==> config.mk <==
export PLATFORM = sky130hd
export DESIGN_NAME = mips_alu_issue
export DESIGN_NICKNAME = d
export VERILOG_FILES = /design/src/rtl/mips_alu_issue.sv
export SDC_FILE = /design/constraint.sdc
export NUM_CORES = 1
export LEC_CHECK = 0
export CORE_MARGIN = 3
export CORE_UTILIZATION = 43
export CTS_CLUSTER_SIZE = 10
export DETAILED_ROUTE_END_ITERATION = 16
export GPL_ROUTABILITY_DRIVEN = 0
export GPL_TIMING_DRIVEN = 0
export HOLD_SLACK_MARGIN = 0.1
export PLACE_DENSITY = 0.85
export SLEW_MARGIN = 25
export SYNTH_ARGS = -nofsm -noshare
export SYNTH_HDL_FRONTEND = slang
export SYNTH_SLANG_ARGS = --single-unit
==> constraint.sdc <==
create_clock -name clk -period 3.4 [get_ports clk]
set_clock_uncertainty 0.2 [all_clocks]
set_input_delay 0.68 -clock clk [delete_from_list [all_inputs] [get_ports clk]]
set_output_delay 0.68 -clock clk [all_outputs]
set_load 0.01 [all_outputs]
==> src/rtl/mips_alu_issue.sv <==
// -----------------------------------------------------------------------------
// mips_alu_issue
//
// Decode/issue stage that sits directly in front of the MIPS ALU. It accepts
// one instruction per cycle together with its register-file operands and
// decodes opcode/funct into the ALU operation select. It registers the ALU
// operands, forwards the ALU result to a dependent instruction, and stalls
// for one cycle on a back-to-back dependency. It also carries a writeback tag
// that lines up with the ALU's registered output.
//
// Ports
//   clk, rst_n     clock (rising edge), asynchronous active-low reset
//   in_valid       instr/rs_data/rt_data carry an instruction
//   in_ready       instruction taken when in_valid & in_ready (combinational)
//   instr          MIPS instruction word
//   rs_data        register-file value of instr[25:21]
//   rt_data        register-file value of instr[20:16]
//   alu_result     ALU registered output, fed back for forwarding
//   a, b, csig     registered ALU operands and operation select
//   ex_valid       a/b/csig hold a real instruction
//   ex_dest        destination register of the EX instruction
//   wb_valid       alu_result is a result to write this cycle
//   wb_dest        write register for alu_result
//   wb_illegal     the WB-slot instruction was undecodable
//   stall_cnt      saturating count of interlock bubbles since reset
// -----------------------------------------------------------------------------
module mips_alu_issue #(
    parameter int STALL_CNT_W = 16
) (
    input  logic                   clk,
    input  logic                   rst_n,
    input  logic                   in_valid,
    output logic                   in_ready,
    input  logic [31:0]            instr,
    input  logic [31:0]            rs_data,
    input  logic [31:0]            rt_data,
    input  logic [31:0]            alu_result,
    output logic [31:0]            a,
    output logic [31:0]            b,
    output logic [3:0]             csig,
    output logic                   ex_valid,
    output logic [4:0]             ex_dest,
    output logic                   wb_valid,
    output logic [4:0]             wb_dest,
    output logic                   wb_illegal,
    output logic [STALL_CNT_W-1:0] stall_cnt
);

    typedef enum logic [3:0] {
        CS_OR   = 4'b0000,
        CS_AND  = 4'b0001,
        CS_XOR  = 4'b0010,
        CS_SLL  = 4'b0011,
        CS_SRL  = 4'b0100,
        CS_SUB  = 4'b0101,
        CS_ADD  = 4'b0110,
        CS_NOR  = 4'b0111,
        CS_SLT  = 4'b1001,
        CS_MUL  = 4'b1010,
        CS_ZERO = 4'b1011
    } csig_e;

    // Instruction fields
    logic [5:0]  opcode;
    logic [5:0]  funct;
    logic [4:0]  rs_idx;
    logic [4:0]  rt_idx;
    logic [4:0]  rd_idx;
    logic [4:0]  shamt;
    logic [15:0] imm;

    assign opcode = instr[31:26];
    assign rs_idx = instr[25:21];
    assign rt_idx = instr[20:16];
    assign rd_idx = instr[15:11];
    assign shamt  = instr[10:6];
    assign funct  = instr[5:0];
    assign imm    = instr[15:0];

    // Registered state
    logic [31:0]            a_q, a_d;
    logic [31:0]            b_q, b_d;
    csig_e                  csig_q, csig_d;
    logic                   ex_valid_q, ex_valid_d;
    logic [4:0]             ex_dest_q, ex_dest_d;
    logic                   ex_illegal_q, ex_illegal_d;
    logic                   wb_valid_q, wb_valid_d;
    logic [4:0]             wb_dest_q, wb_dest_d;
    logic                   wb_illegal_q, wb_illegal_d;
    logic [STALL_CNT_W-1:0] stall_cnt_q, stall_cnt_d;

    // Operand values after forwarding. The WB slot holds the producer one
    // instruction further back; register 0 is never forwarded.
    logic        fwd_rs;
    logic        fwd_rt;
    logic [31:0] rs_val;
    logic [31:0] rt_val;

    assign fwd_rs = wb_valid_q && (wb_dest_q != 5'd0) && (wb_dest_q == rs_idx);
    assign fwd_rt = wb_valid_q && (wb_dest_q != 5'd0) && (wb_dest_q == rt_idx);
    assign rs_val = fwd_rs ? alu_result : rs_data;
    assign rt_val = fwd_rt ? alu_result : rt_data;

    // Decode results
    csig_e       dec_csig;
    logic [31:0] dec_a;
    logic [31:0] dec_b;
    logic [4:0]  dec_dest;
    logic        dec_illegal;
    logic        uses_rs;
    logic        uses_rt;
    logic        rrr_op;     // three-register form: a = rs, b = rt, dest = rd

    always_comb begin
        // NOTE: every output of this block gets a default first, so no path
        // through the case statements can leave one unassigned and infer a latch.
        dec_csig    = CS_ZERO;
        dec_a       = 32'd0;
        dec_b       = 32'd0;
        dec_dest    = 5'd0;
        dec_illegal = 1'b1;
        uses_rs     = 1'b0;
        uses_rt     = 1'b0;
        rrr_op      = 1'b0;

        unique case (opcode)
            6'h00: begin
                unique case (funct)
                    6'h20, 6'h21: begin dec_csig = CS_ADD; rrr_op = 1'b1; end
                    6'h22, 6'h23: begin dec_csig = CS_SUB; rrr_op = 1'b1; end
                    6'h24:        begin dec_csig = CS_AND; rrr_op = 1'b1; end
                    6'h25:        begin dec_csig = CS_OR;  rrr_op = 1'b1; end
                    6'h26:        begin dec_csig = CS_XOR; rrr_op = 1'b1; end
                    6'h27:        begin dec_csig = CS_NOR; rrr_op = 1'b1; end
                    6'h2A:        begin dec_csig = CS_SLT; rrr_op = 1'b1; end
                    6'h00, 6'h02: begin
                        // Shift by constant: rs field is not read.
                        dec_csig    = (funct == 6'h00) ? CS_SLL : CS_SRL;
                        dec_a       = rt_val;
                        dec_b       = {27'd0, shamt};
                        dec_dest    = rd_idx;
                        dec_illegal = 1'b0;
                        uses_rt     = 1'b1;
                    end
                    6'h04, 6'h06: begin
                        // Variable shift: amount comes from rs.
                        dec_csig    = (funct == 6'h04) ? CS_SLL : CS_SRL;
                        dec_a       = rt_val;
                        dec_b       = rs_val;
                        dec_dest    = rd_idx;
                        dec_illegal = 1'b0;
                        uses_rs     = 1'b1;
                        uses_rt     = 1'b1;
                    end
                    default: ;
                endcase
            end
            6'h1C: begin
                if (funct == 6'h02) begin
                    dec_csig = CS_MUL;
                    rrr_op   = 1'b1;
                end
            end
            6'h08, 6'h09, 6'h0A, 6'h0C, 6'h0D, 6'h0E: begin
                dec_a       = rs_val;
                dec_dest    = rt_idx;
                dec_illegal = 1'b0;
                uses_rs     = 1'b1;
                unique case (opcode)
                    6'h08, 6'h09: begin dec_csig = CS_ADD; dec_b = {{16{imm[15]}}, imm}; end
                    6'h0A:        begin dec_csig = CS_SLT; dec_b = {{16{imm[15]}}, imm}; end
                    6'h0C:        begin dec_csig = CS_AND; dec_b = {16'd0, imm}; end
                    6'h0D:        begin dec_csig = CS_OR;  dec_b = {16'd0, imm}; end
                    default:      begin dec_csig = CS_XOR; dec_b = {16'd0, imm}; end
                endcase
            end
            6'h0F: begin
                // LUI is an OR of the shifted immediate with zero.
                dec_csig    = CS_OR;
                dec_b       = {imm, 16'd0};
                dec_dest    = rt_idx;
                dec_illegal = 1'b0;
            end
            default: ;
        endcase

        if (rrr_op) begin
            dec_a       = rs_val;
            dec_b       = rt_val;
            dec_dest    = rd_idx;
            dec_illegal = 1'b0;
            uses_rs     = 1'b1;
            uses_rt     = 1'b1;
        end
    end

    // A source written by the EX instruction is not yet in alu_result, so
    // the consumer waits one cycle and then picks it up from the WB slot.
    logic hazard;

    assign hazard = in_valid && ex_valid_q && (ex_dest_q != 5'd0) &&
                    ((uses_rs && (rs_idx == ex_dest_q)) ||
                     (uses_rt && (rt_idx == ex_dest_q)));

    assign in_ready = !hazard;

    always_comb begin
        // Bubble unless an instruction is taken this cycle.
        a_d          = 32'd0;
        b_d          = 32'd0;
        csig_d       = CS_ZERO;
        ex_valid_d   = 1'b0;
        ex_dest_d    = 5'd0;
        ex_illegal_d = 1'b0;
        stall_cnt_d  = stall_cnt_q;

        if (in_valid && !hazard) begin
            a_d          = dec_a;
            b_d          = dec_b;
            csig_d       = dec_csig;
            ex_valid_d   = 1'b1;
            ex_dest_d    = dec_dest;
            ex_illegal_d = dec_illegal;
        end

        if (hazard && !(&stall_cnt_q)) begin
            stall_cnt_d = stall_cnt_q + 1'b1;
        end

        // The ALU registers its result on the same edge that moves EX to WB.
        wb_valid_d   = ex_valid_q && !ex_illegal_q;
        wb_dest_d    = ex_dest_q;
        wb_illegal_d = ex_valid_q && ex_illegal_q;
    end

    // NOTE: state registers use non-blocking assignments so every register
    // samples its pre-edge inputs, independent of statement order.
    always_ff @(posedge clk or negedge rst_n) begin
        if (!rst_n) begin
            a_q          <= 32'd0;
            b_q          <= 32'd0;
            csig_q       <= CS_ZERO;
            ex_valid_q   <= 1'b0;
            ex_dest_q    <= 5'd0;
            ex_illegal_q <= 1'b0;
            wb_valid_q   <= 1'b0;
            wb_dest_q    <= 5'd0;
            wb_illegal_q <= 1'b0;
            stall_cnt_q  <= '0;
        end else begin
            a_q          <= a_d;
            b_q          <= b_d;
            csig_q       <= csig_d;
            ex_valid_q   <= ex_valid_d;
            ex_dest_q    <= ex_dest_d;
            ex_illegal_q <= ex_illegal_d;
            wb_valid_q   <= wb_valid_d;
            wb_dest_q    <= wb_dest_d;
            wb_illegal_q <= wb_illegal_d;
            stall_cnt_q  <= stall_cnt_d;
        end
    end

    assign a          = a_q;
    assign b          = b_q;
    assign csig       = csig_q;
    assign ex_valid   = ex_valid_q;
    assign ex_dest    = ex_dest_q;
    assign wb_valid   = wb_valid_q;
    assign wb_dest    = wb_dest_q;
    assign wb_illegal = wb_illegal_q;
    assign stall_cnt  = stall_cnt_q;

endmodule
==> impl_results.md, run 1 <==
- Vias in the first global route: approximately 5700
- Worst R2R Path Depth: 8
- Hold Path Origin: ex_illegal_q
- FF-to-FF End: b[20]
- MaxCap Viol Count: 0
- Max-slew headroom: 0.3839
- Switch share: 0.2397
- Ports: 229
- Remaining Overflow, GRT: 0
- Worst vdd ir: between 200 and 300 uV
- Hold Crit Class: reg2reg
- RR Startpoint: ex_dest[1]
- Final period utilization: 0.9864
- Dominant cell type by area after synthesis: dfrtp_1
- Post-route antenna net violation count: 0
- Total Wirelength: 20450 um
- Mapped Avg Cell Area: between 10 and 15 um2
- Hold depth: 1
- DR DRC count: 0
- Net Sw Power: roughly 0.67 mW
- Clk buf depth: 2
- Seq pwr share: 0.426
- Worst Path Arrival: 3.37 ns
- Worst path slowest cell: a31oi_1
- Hold Path Sink: wb_valid
- Tot GR Track Use: 0.2830
- Vias: 5559
- CP Class: in2reg
- Slew @ Worst Pin: between 0.9 and 1 ns
- Post-DP HPWL: between 15000 and 20000 um
- Wire per inst: approximately 21 um
- Mapped Nets: ~670
- Status: finished clean
- Final setup vio count: 0
- Area contributors post-synth: dfrtp_1 44%, mux2i_1 12%, nor2_1 5.7%, o22a_1 5.2%, xnor2_1 4.4%
- # port buffers: ~220
- Nets: approximately 910
- First-pass GRT wire length: between 30000 and 40000 um
- Sequential share of the synthesized area: 0.4521
- Top cells by count, synth: 95 x dfrtp_1, 83 x nor2_1, 64 x mux2i_1
- Post-synth ARST share: 1.000
- CTS tree: done
- RSZ-0062 raised after global routing: no
- CP max FO: 10
- Final WS setup: approximately 0.046 ns
- Pre-Repair DR Iteration Count: 6
- Final hold viol count: 0
- Startpoint Class: input port
- Static Leak: ~3.3 nW
- Pre-CTS WS: -0.4472 ns
- Crit-path cells: clkdlybuf4s50_1 -> buf_4 -> nor4_4 -> buf_4 -> nand2_1 -> nor2_1 -> a31oi_1 -> and2_1 -> clkbuf_1 -> buf_2 -> o22a_1 -> nor2_1
- Largest net degree at the start of global routing: 56
- DRT iter0 DRCs: between 800 and 900
- Synth cell types: 53
- Initial Util: 0.4467
- Most common cell in the netlist: dfrtp_1
- Area of the core: roughly 12000 um2
- Crit path required time: roughly 3.4 ns
- Row count: 40
- Clk pin slew, worst setup/hold paths: around 0.070 ns
- CTS root buf: clkbuf_16
- Area grow syn2layout: 53.82%
- H-tree depth: 3
- Final min period: ~3.4 ns
- Share of post-route cells with drive strength above 1: 0.08790
- Vias per Instance: roughly 5.8
- Number of buffers created by CTS: 9
- Initial antenna violation count: 1
- Critical path endpoint category: register
- Power Total: between 2 and 3 mW
- Register bit total from synthesis: ~100
- Synth warn: 0
- Mapped Area: 5433 um2
- Critical Path Max Stage Delay: 0.57 ns
- Die Ht: roughly 120 um
- Number of synthesized flops with an enable pin: 0
- Maximum clock rate: between 0.2 and 0.3 GHz
- Pwr per Cell Area: roughly 330 nW/um2
- Die ar.: around 14000 um2
- P_int: between 2 and 2.5 mW
- Clk sinks: 98
- DIE WIDTH: 118.4 um
- Main synth FF type: dfrtp_1
- FF-to-FF setup slack: a little under 0.5 ns
- Combinational power share: 0.151
- Worst-Skew Late Latency: about 0.35 ns
- Synth Instances: around 540
- Synth top area share: 0.4376
- Max-slew violations: 0
- Clk pwr share: 0.422
-- how the worst max path moves through the flow --
| stage | from | end | slack [ns] | cells after the start |
|---|---|---|---|---|
| after detailed placement | instr[5] | in_ready | -0.45 | 7 |
| after CTS | instr[21] | b[23] | 0.05 | 9 |
| final | instr[0] | a[8] | 0.05 | 12 |
| after global placement | rst_n | a[10] | -2.04 | 1 |
| after floorplan | instr[1] | csig[0] | 0.64 | 7 |
| after global routing | instr[3] | ex_illegal_q | 0.002 | 11 |
-- flip-flops by register name, summed over array words and instances, names as in the netlist --
name          cells
wb_dest           5
ex_valid          1
a                32
ex_illegal_q      1
csig              4
wb_valid          1
b                32
ex_dest           5
wb_illegal        1
stall_cnt        16
-- critical path, delay by kind of cell --
| kind | cells | cell delay (ns) |
|---|---|---|
| buf+inv | 5 | 1.46 |
| simple gates | 5 | 0.46 |
| compound gates | 2 | 0.77 |
-- layout by cell type, fill, tap and decap left out, types with 3 or more instances in the layout --
cell type          n
clkbuf_16          9
nand2_1           18
clkbuf_1          15
xor2_1             9
a221oi_1           4
a211oi_1           8
nor3_1            12
nor4_4             5
or2_2              3
o221a_2            9
bufinv_16          3
and3_1             7
buf_2             11
nand2b_1           3
o22a_1            32
or4_1              3
inv_1              5
a21oi_1           30
clkdlybuf4s50_1  221
nor2_1            83
o22ai_1           12
nand3_1           11
nor2b_1           11
dfrtp_1           95
mux2i_1           64
nand4_1            6
a22oi_1            5
xnor2_1           27
dfstp_2            3
buf_1              8
buf_4              9
-- power groups by stage --
stage / clock network [mW] / registers (mW) / logic, mW
after floorplan: 0 / 1.22 / 0.127
after global placement: 0 / 1.21 / 0.390
after detailed placement: 0 / 1.21 / 0.407
after CTS: 1.18 / 1.19 / 0.415
after global routing: 1.23 / 1.19 / 0.448
final: 1.18 / 1.19 / 0.422
-- kinds of logic after synthesis --
| family | after synthesis | synth area share |
|---|---|---|
| and+or+nand+nor | 181 | 0.1713 |
| DFF | 98 | 0.4521 |
| xor gates and xnor gates | 36 | 0.05804 |
| adders and majority gates | 1 | 0.002303 |
| muxes | 65 | 0.1200 |
| buffers and inverters | 44 | 0.03501 |
| AOI/OAI and AO/OA | 114 | 0.1612 |
-- layer usage --
layer  wire length [um]  global-route usage  up-vias
li1                   -                   -     2432
met1               7509              0.3335     2722
met2              10410              0.5038      361
met3               2029             0.07560       44
met4                498             0.08617        0
met5                  0                   0        -
-- stage by stage --
step | instances | setup TNS, ns | util | instance area [um2] | hold WS, ns
floorplan | 539 | 0 | - | 5433 | 0.1844
global placement | 931 | -208.70 | 0.6484 | 7885 | 0.2108
detailed placement | 932 | -15.56 | 0.6507 | 7914 | 0.2349
CTS | 953 | 0 | 0.6852 | 8333 | 0.2488
global route | 954 | 0 | 0.6871 | 8357 | 0.2768
finish | 954 | 0 | 0.6871 | 8357 | 0.2670
-- layout make-up --
cell class / count / area [um2]
clock inverters: 7 / 116.4
inverters: 5 / 18.77
well taps: 168 / 210.2
fillers: 896 / 3805
repair buffers: 230 / 2308
clock buffers: 9 / 225.2
flip-flops and latches: 98 / 2456
plain buffers: 39 / 178.9
diodes: 1 / 2.502
multi-input cells: 397 / 2840
-- repair_timing --
action / CTS / global route
hold buffers: 1 / 0
buffers inserted: 4 / 0
resized for setup: 10 / 4
pin swaps: 5 / 0
endpoints found under the setup margin: 1 / 8
hold endpoints to repair: 40 / 0
Power figures use the tool's default switching activity.
==> run 2: changes to the inputs <==
--- a/config.mk
+++ b/config.mk
@@ -9,7 +9,7 @@
 export CORE_UTILIZATION = 43
 export CTS_CLUSTER_SIZE = 10
 export DETAILED_ROUTE_END_ITERATION = 16
-export GPL_ROUTABILITY_DRIVEN = 0
+export GPL_ROUTABILITY_DRIVEN = 1
 export GPL_TIMING_DRIVEN = 0
 export HOLD_SLACK_MARGIN = 0.1
 export PLACE_DENSITY = 0.85
==> run 2 against run 1 <==
Global-route usage down 0.92 points. Fmax down 1.8%. The run now ends with setup timing left. Sequential cell count unchanged. Critical path type is now in2out. Critical path depth down 5. Die area unchanged. Sequential power about the same. Core utilization down 0.33 points. Combinational power down 1%. Clock-buffer cell count up 2. Power down 3.2%. Largest cell class unchanged. Setup slack worse by 0.060 ns.
==> impl_results.md, run 2 (synthesized netlist as in run 1, its figures left out) <==
- Status: complete, but fails checks
- Failing checks: setup timing
- Clk pin slew, worst setup/hold paths: 0.06 ns (about the same)
- Hold Crit Class: reg2reg
- Final hold viol count: 0 (unchanged)
- P_int: 2.068 mW (-2.7%)
- DRT iter0 DRCs: 543 (-37%)
- DR DRC count: 0 (unchanged)
- Vias: 5409 (-2.7%)
- Post-DP HPWL: 15150 um (-1.6%)
- Placed cell areas: 7914 um2 (unchanged)
- CTS tree: done
- Net Sw Power: 0.6385 mW (-4.7%)
- Final Instance Area: 8317 um2 (-0.48%)
- Pre-Repair DR Iteration Count: 6 (unchanged)
- Seq pwr share: 0.440 (+0.014)
- CP Class: in2out
- CTS root buf: clkbuf_16
- Nets: 911 (-0.11%)
- Post-route antenna net violation count: 0 (unchanged)
- Area of the core: 12160 um2 (unchanged)
- RSZ-0062 raised after global routing: yes
- Vias in the first global route: 5500 (-2.8%)
- Antenna cells: 0 (-1)
- MaxCap Viol Count: 0 (unchanged)
- Initial Util: 0.4467 (unchanged)
- Clk pwr share: 0.406 (-0.016)
- Die Ht: 118.4 um (unchanged)
- Ports: 229 (unchanged)
- Combinational power share: 0.154 (+0.003)
- Max-slew headroom: 0.4183 (+0.03440)
- Remaining Overflow, GRT: 0 (unchanged)
- Startpoint Class: input port
- Largest net degree at the start of global routing: 69 (+23%)
- Area grow syn2layout: 53.09%
- Switch share: 0.2360 (-0.003760)
- Share of post-route cells with drive strength above 1: 0.08673 (-0.001163)
- Worst-Skew Late Latency: 0.34 ns (about the same)
- Initial antenna violation count: 0 (-1)
- Layout Utilization: 0.6838 (-0.003292)
- Final period utilization: 1.004 (+0.01765)
- Worst vdd ir: 256.1 uV (+1.4%)
- # port buffers: 224 (unchanged)
- Most common cell after layout, fill and taps aside: clkdlybuf4s50_1
- Row count: 40 (unchanged)
- DIE WIDTH: 118.4 um (unchanged)
- Worst Path Arrival: 2.53 ns (-0.84 ns)
- CP max FO: 10 (unchanged)
- First-pass GRT wire length: 30480 um (-2.5%)
- Critical path endpoint category: output port
- Vias per Instance: 5.682 (-2.5%)
- Leading cell types in the layout, fill and taps excluded: 221 x clkdlybuf4s50_1, 95 x dfrtp_1, 83 x nor2_1, 64 x mux2i_1, 32 x o22a_1
- RD Place Congestion: 0.9301
- Number of buffers created by CTS: 9 (unchanged)
- Clk sinks: 98 (unchanged)
- Wire per inst: 20.57 um (-4.0%)
- Final setup vio count: 1 (+1)
- Pwr per Cell Area: 325.4 nW/um2 (-2.7%)
- H-tree depth: 3 (unchanged)
- Static Leak: 3.255 nW (-0.87%)
- Final min period: 3.414 ns (+0.06001 ns)
- Final WS setup: -0.01367 ns (-0.06001 ns)
- Maximum clock rate: 0.2929 GHz (-1.8%)
- Min Hold Slack: 0.2236 ns (-0.04342 ns)
- Filler instances: 919 (+2.6%)
- Slew @ Worst Pin: 0.8654 ns (-0.05118 ns)
- Tot GR Track Use: 0.2738 (-0.009216)
- Total Wirelength: 19580 um (-4.2%)
- Crit path required time: 2.52 ns (-0.90 ns)
- Max-slew violations: 0 (unchanged)
- Clk buf depth: 2 (unchanged)
- Die ar.: 14020 um2 (unchanged)
==> run 2: changes by cell type in the layout (fill, tap and decap cells not counted), sizes merged <==
cell / change
buf: -2
clkbuf: +2
bufinv: -1
clkdlybuf4s15: +1
diode: -1
dlygate4sd2: +1
dlymetal6s2s: -1
inv: -1
==> run 2: metal layers <==
| metal | track usage | vias to the layer above | wire length (um) |
|---|---|---|---|
| met4 | 0.06662 | 0 | 369 |
| met1 | 0.3377 | 2639 | 7477 |
| li1 | - | 2434 | - |
| met5 | 0 | - | 0 |
| met2 | 0.4887 | 306 | 9984 |
| met3 | 0.05885 | 30 | 1751 |
==> run 2: worst max-delay path, cell delays in order <==
cell and delay [ns]:
clkdlybuf4s50_1 0.54, buf_4 0.21, nor2_1 0.10, a211oi_2 0.30, o311ai_4 0.15, a32oi_4 0.27, clkdlybuf4s15_2 0.28
==> run 2: cell type report <==
type | instances | area [um2] | share of cell area
Inverter | 5 | 18.77 | 0.002257
Sequential cell | 98 | 2456 | 0.2953
Multi-Input combinational cell | 397 | 2829 | 0.3402
Timing Repair Buffer | 229 | 2303 | 0.2770
Clock buffer | 11 | 242.7 | 0.02919
Clock inverter | 5 | 77.57 | 0.009328
Tap cell | 168 | 210.2 | 0.02527
Buffer | 39 | 178.9 | 0.02151
==> run 2: worst paths after layout <==
check / from / endpoint / slack, ns / cells past startpoint
setup / recovery: instr[0] / in_ready / -0.01 / 7
hold / removal: ex_illegal_q / wb_valid / 0.22 / 1
setup reg to reg: wb_dest[2] / b[3] / 0.39 / 8
hold reg to reg: ex_illegal_q / wb_valid / 0.22 / 1
max in group asynchronous: rst_n / b[3] / 1.79 / 3
min in group asynchronous: rst_n / stall_cnt[4] / 0.58 / 2
==> run 2: through the flow <==
| step | setup TNS, ns | worst slack (ns) | power [mW] | std cells |
|---|---|---|---|---|
| floorplan | 0 | 0.6394 | 1.347 | 539 |
| global placement | -226.30 | -2.116 | 1.606 | 931 |
| detailed placement | -24.02 | -0.5369 | 1.619 | 932 |
| CTS | 0 | 0.01730 | 2.707 | 952 |
| global route | -0.2431 | -0.07461 | 2.800 | 952 |
| finish | -0.01367 | -0.01367 | 2.706 | 952 |
==> run 2: power groups by stage <==
stage               registers, mW  logic [mW]  clock network (mW)
finish                       1.19       0.416                1.10
global route                 1.19       0.444                1.16
CTS                          1.19       0.414                1.10
detailed placement           1.21       0.406                   0
global placement             1.21       0.393                   0
floorplan                    1.22       0.127                   0
==> run 2: repair_timing <==
action,4_1_cts,5_1_grt
gates cloned,0,0
endpoints found under the setup margin,9,9
gates resized for setup,11,2
hold buffers,1,0
pin swaps,6,0
endpoints found under the hold margin,27,0
setup buffers,3,0
==> run 3: changes to the inputs <==
--- a/config.mk
+++ b/config.mk
@@ -5,14 +5,15 @@
 export SDC_FILE = /design/constraint.sdc
 export NUM_CORES = 1
 export LEC_CHECK = 0
+export CAP_MARGIN = 20
 export CORE_MARGIN = 3
-export CORE_UTILIZATION = 43
+export CORE_UTILIZATION = 39
 export CTS_CLUSTER_SIZE = 10
 export DETAILED_ROUTE_END_ITERATION = 16
 export GPL_ROUTABILITY_DRIVEN = 1
 export GPL_TIMING_DRIVEN = 0
 export HOLD_SLACK_MARGIN = 0.1
-export PLACE_DENSITY = 0.85
+export PLACE_DENSITY = 0.81
 export SLEW_MARGIN = 25
 export SYNTH_ARGS = -nofsm -noshare
 export SYNTH_HDL_FRONTEND = slang
==> constraint.sdc (replaced) <==
create_clock -name clk -period 2.9 [get_ports clk]
set_clock_uncertainty 0.2 [all_clocks]
set_input_delay 0.58 -clock clk [delete_from_list [all_inputs] [get_ports clk]]
set_output_delay 0.58 -clock clk [all_outputs]
set_load 0.01 [all_outputs]
==> run 3 against run 2 <==
Cell area up 2.2%. First-iteration DRC count up 0.37%. Register-to-register slack got worse by 0.37 ns. Critical path type unchanged. Clock power up 16%. Sequential power up 18%. Largest power group unchanged. Sequential share of layout area is 0.58 points lower. Highest routed layer unchanged. Critical path depth down 1. The run still ends with setup timing left. Global-route usage is 2.0 points lower. Power up 17%. Core utilization fell by 5.2 points. Die area up 9.7%.
==> impl_results.md, run 3 (synthesized netlist as in run 1, its figures left out) <==
- Critical Path Max Stage Delay: 0.57 ns (+0.03 ns)
- Worst vdd ir: 262.8 uV (+2.6%)
- Critical path endpoint category: output port
- RD Place Congestion: 0.9060 (-2.6%)
- Nets: 924 (+1.4%)
- Area of the core: 13450 um2 (+11%)
- Post-route antenna net violation count: 0 (unchanged)
- Clk buf depth: 2 (unchanged)
- Post-DP HPWL: 15210 um (+0.42%)
- Combinational power share: 0.158 (+0.004)
- Status: complete, but fails checks
- CTS root buf: clkbuf_16
- Die ar.: 15380 um2 (+9.7%)
- Die Ht: 124.0 um (+4.8%)
- Vias per Instance: 5.645 (-0.64%)
- Final WS setup: -0.1153 ns (-0.1017 ns)
- Number of buffers created by CTS: 9 (unchanged)
- Register area: 2460 um2 (+0.15%)
- Failing checks: setup timing
- RSZ-0062 raised after global routing: yes
- CP max FO: 3 (-7)
- Wire per inst: 20.73 um (+0.78%)
- Slew @ Worst Pin: 0.7549 ns (-0.1105 ns)
- Initial antenna violation count: 0 (unchanged)
- Pre-Repair DR Iteration Count: 5 (-1)
- Clk pwr share: 0.403 (-0.003)
- # port buffers: 224 (unchanged)
- Pre-CTS WS: -0.8281 ns (-0.2912 ns)
- Leading cell types in the layout, fill and taps excluded: 214 x clkdlybuf4s50_1, 92 x dfrtp_1, 82 x nor2_1, 60 x mux2i_1, 32 x o22a_1
- Most common cell after layout, fill and taps aside: clkdlybuf4s50_1
- Static Leak: 3.353 nW (+3.0%)
- Vias in the first global route: 5509 (+0.16%)
- Power Total: 3.177 mW (+17%)
- Share of post-route cells with drive strength above 1: 0.1230 (+0.03623)
- Crit path required time: 2.12 ns (-0.40 ns)
- Total Wirelength: 20170 um (+3.0%)
- H-tree depth: 3 (unchanged)
- Net Sw Power: 0.7698 mW (+21%)
- Hold depth: 1 (unchanged)
- Seq pwr share: 0.440 (about the same)
- Remaining Overflow, GRT: 0 (unchanged)
- Post-route setup TNS: -0.1773 ns (-0.1637 ns)
- CP Class: in2out
- Final period utilization: 1.040
- MaxCap Viol Count: 0 (unchanged)
- DRT iter0 DRCs: 545 (+0.37%)
- Layout Utilization: 0.6315 (-0.05234)
- Maximum clock rate: 0.3316 GHz
- Pwr per Cell Area: 374.0 nW/um2 (+15%)
- Final hold viol count: 0 (unchanged)
- Ports: 229 (unchanged)
- Initial Util: 0.4038 (-0.04288)
- Hold Crit Class: reg2reg
- Max-slew violations: 0 (unchanged)
- Multi-input gate area: 2878 um2 (+1.7%)
- Clk pin slew, worst setup/hold paths: 0.06 ns (about the same)
- P_int: 2.408 mW (+16%)
- Startpoint Class: input port
- CTS tree: done
- Clk sinks: 98 (unchanged)
- Largest net degree at the start of global routing: 54 (-22%)
- Max-slew headroom: 0.4926 (+0.07429)
- Final setup vio count: 3 (+2)
- Worst path slowest cell: clkdlybuf4s50_1
- Switch share: 0.2423 (+0.006321)
- FF-to-FF End: csig[0]
- Row count: 42 (+5.0%)
- Crit-path cells: clkdlybuf4s50_1 -> xnor2_1 -> nand3_1 -> nor3_1 -> a32oi_4 -> buf_6
- Hold Path Sink: wb_valid
- First-pass GRT wire length: 29820 um (-2.2%)
- Final min period: around 3 ns
- Worst Path Arrival: 2.24 ns (-0.29 ns)
- FF-to-FF setup slack: 0.02 ns (-0.37 ns)
- Vias: 5493 (+1.6%)
- RR Startpoint: ex_dest[1]
- Hold Path Origin: ex_illegal_q
- DR DRC count: 0 (unchanged)
- Worst R2R Path Depth: 7 (-1)
- Area grow syn2layout: 56.38%
- Tot GR Track Use: 0.2537 (-0.02012)
- Filler instances: 1095 (+19%)
- Worst-Skew Late Latency: 0.35 ns (about the same)
- DIE WIDTH: 124.0 um (+4.8%)
- Antenna cells: 0 (unchanged)
==> run 3: final cells by class <==
type                            instances  area share
Multi-Input combinational cell        397      0.3387
Clock inverter                          5    0.009278
Sequential cell                        98      0.2895
Buffer                                 39     0.02518
Timing Repair Buffer                  242      0.2817
Inverter                                5    0.002209
Clock buffer                           11     0.02739
Tap cell                              176     0.02592
==> run 3: power by group through the flow <==
stage	Clock [mW]	Combinational (mW)	Sequential (mW)
5_1_grt	1.34	0.534	1.40
3_3_place_gp	0	0.461	1.42
2_1_floorplan	0	0.149	1.43
4_1_cts	1.29	0.488	1.40
3_5_place_dp	0	0.476	1.42
6_report	1.28	0.501	1.40
==> run 3: metrics by stage <==
| step | area (um2) | instances | hold slack [ns] |
|---|---|---|---|
| after CTS | 8382 | 965 | 0.2315 |
| after global placement | 7895 | 939 | 0.2097 |
| after detailed placement | 7924 | 940 | 0.2223 |
| after floorplan | 5433 | 539 | 0.08441 |
| after global routing | 8496 | 973 | 0.2444 |
| final | 8496 | 973 | 0.2281 |
==> run 3: metal layers <==
layer | vias to the layer above | routed length [um] | share of wire | global-route usage
li1 | 2465 | - | - | -
met1 | 2686 | 7636 | 0.38 | 0.3130
met2 | 295 | 10060 | 0.50 | 0.4312
met3 | 47 | 1950 | 0.097 | 0.06857
met4 | 0 | 528 | 0.026 | 0.08282
met5 | - | 0 | 0 | 0
==> run 3: worst max path at each step <==
stage                           from       end  slack (ns)  cells past startpoint
after CTS                 ex_dest[1]  in_ready       0.001                      5
after detailed placement   instr[26]  in_ready       -0.83                      6
after floorplan             instr[1]   csig[0]        0.24                      7
after global placement         rst_n      b[7]       -2.49                      1
final                      instr[17]  in_ready       -0.12                      6
after global routing      ex_dest[1]  in_ready       -0.14                      5
==> run 3: critical path, delay by kind of cell <==
kind	cells	cell delay (ns)
AO/OA/AOI/OAI	1	0.20
buffers and inverters	2	0.73
AND/OR/NAND/NOR	2	0.57
XOR/XNOR	1	0.15
==> run 3: repair_timing <==
action                                  in CTS  in global routing
setup buffers                                8                  8
pin swaps                                    8                  2
resized for setup                           35                 19
cloned                                       0                  0
endpoints found under the setup margin      87                 46
endpoints found under the hold margin       45                  0
hold buffers                                 1                  0
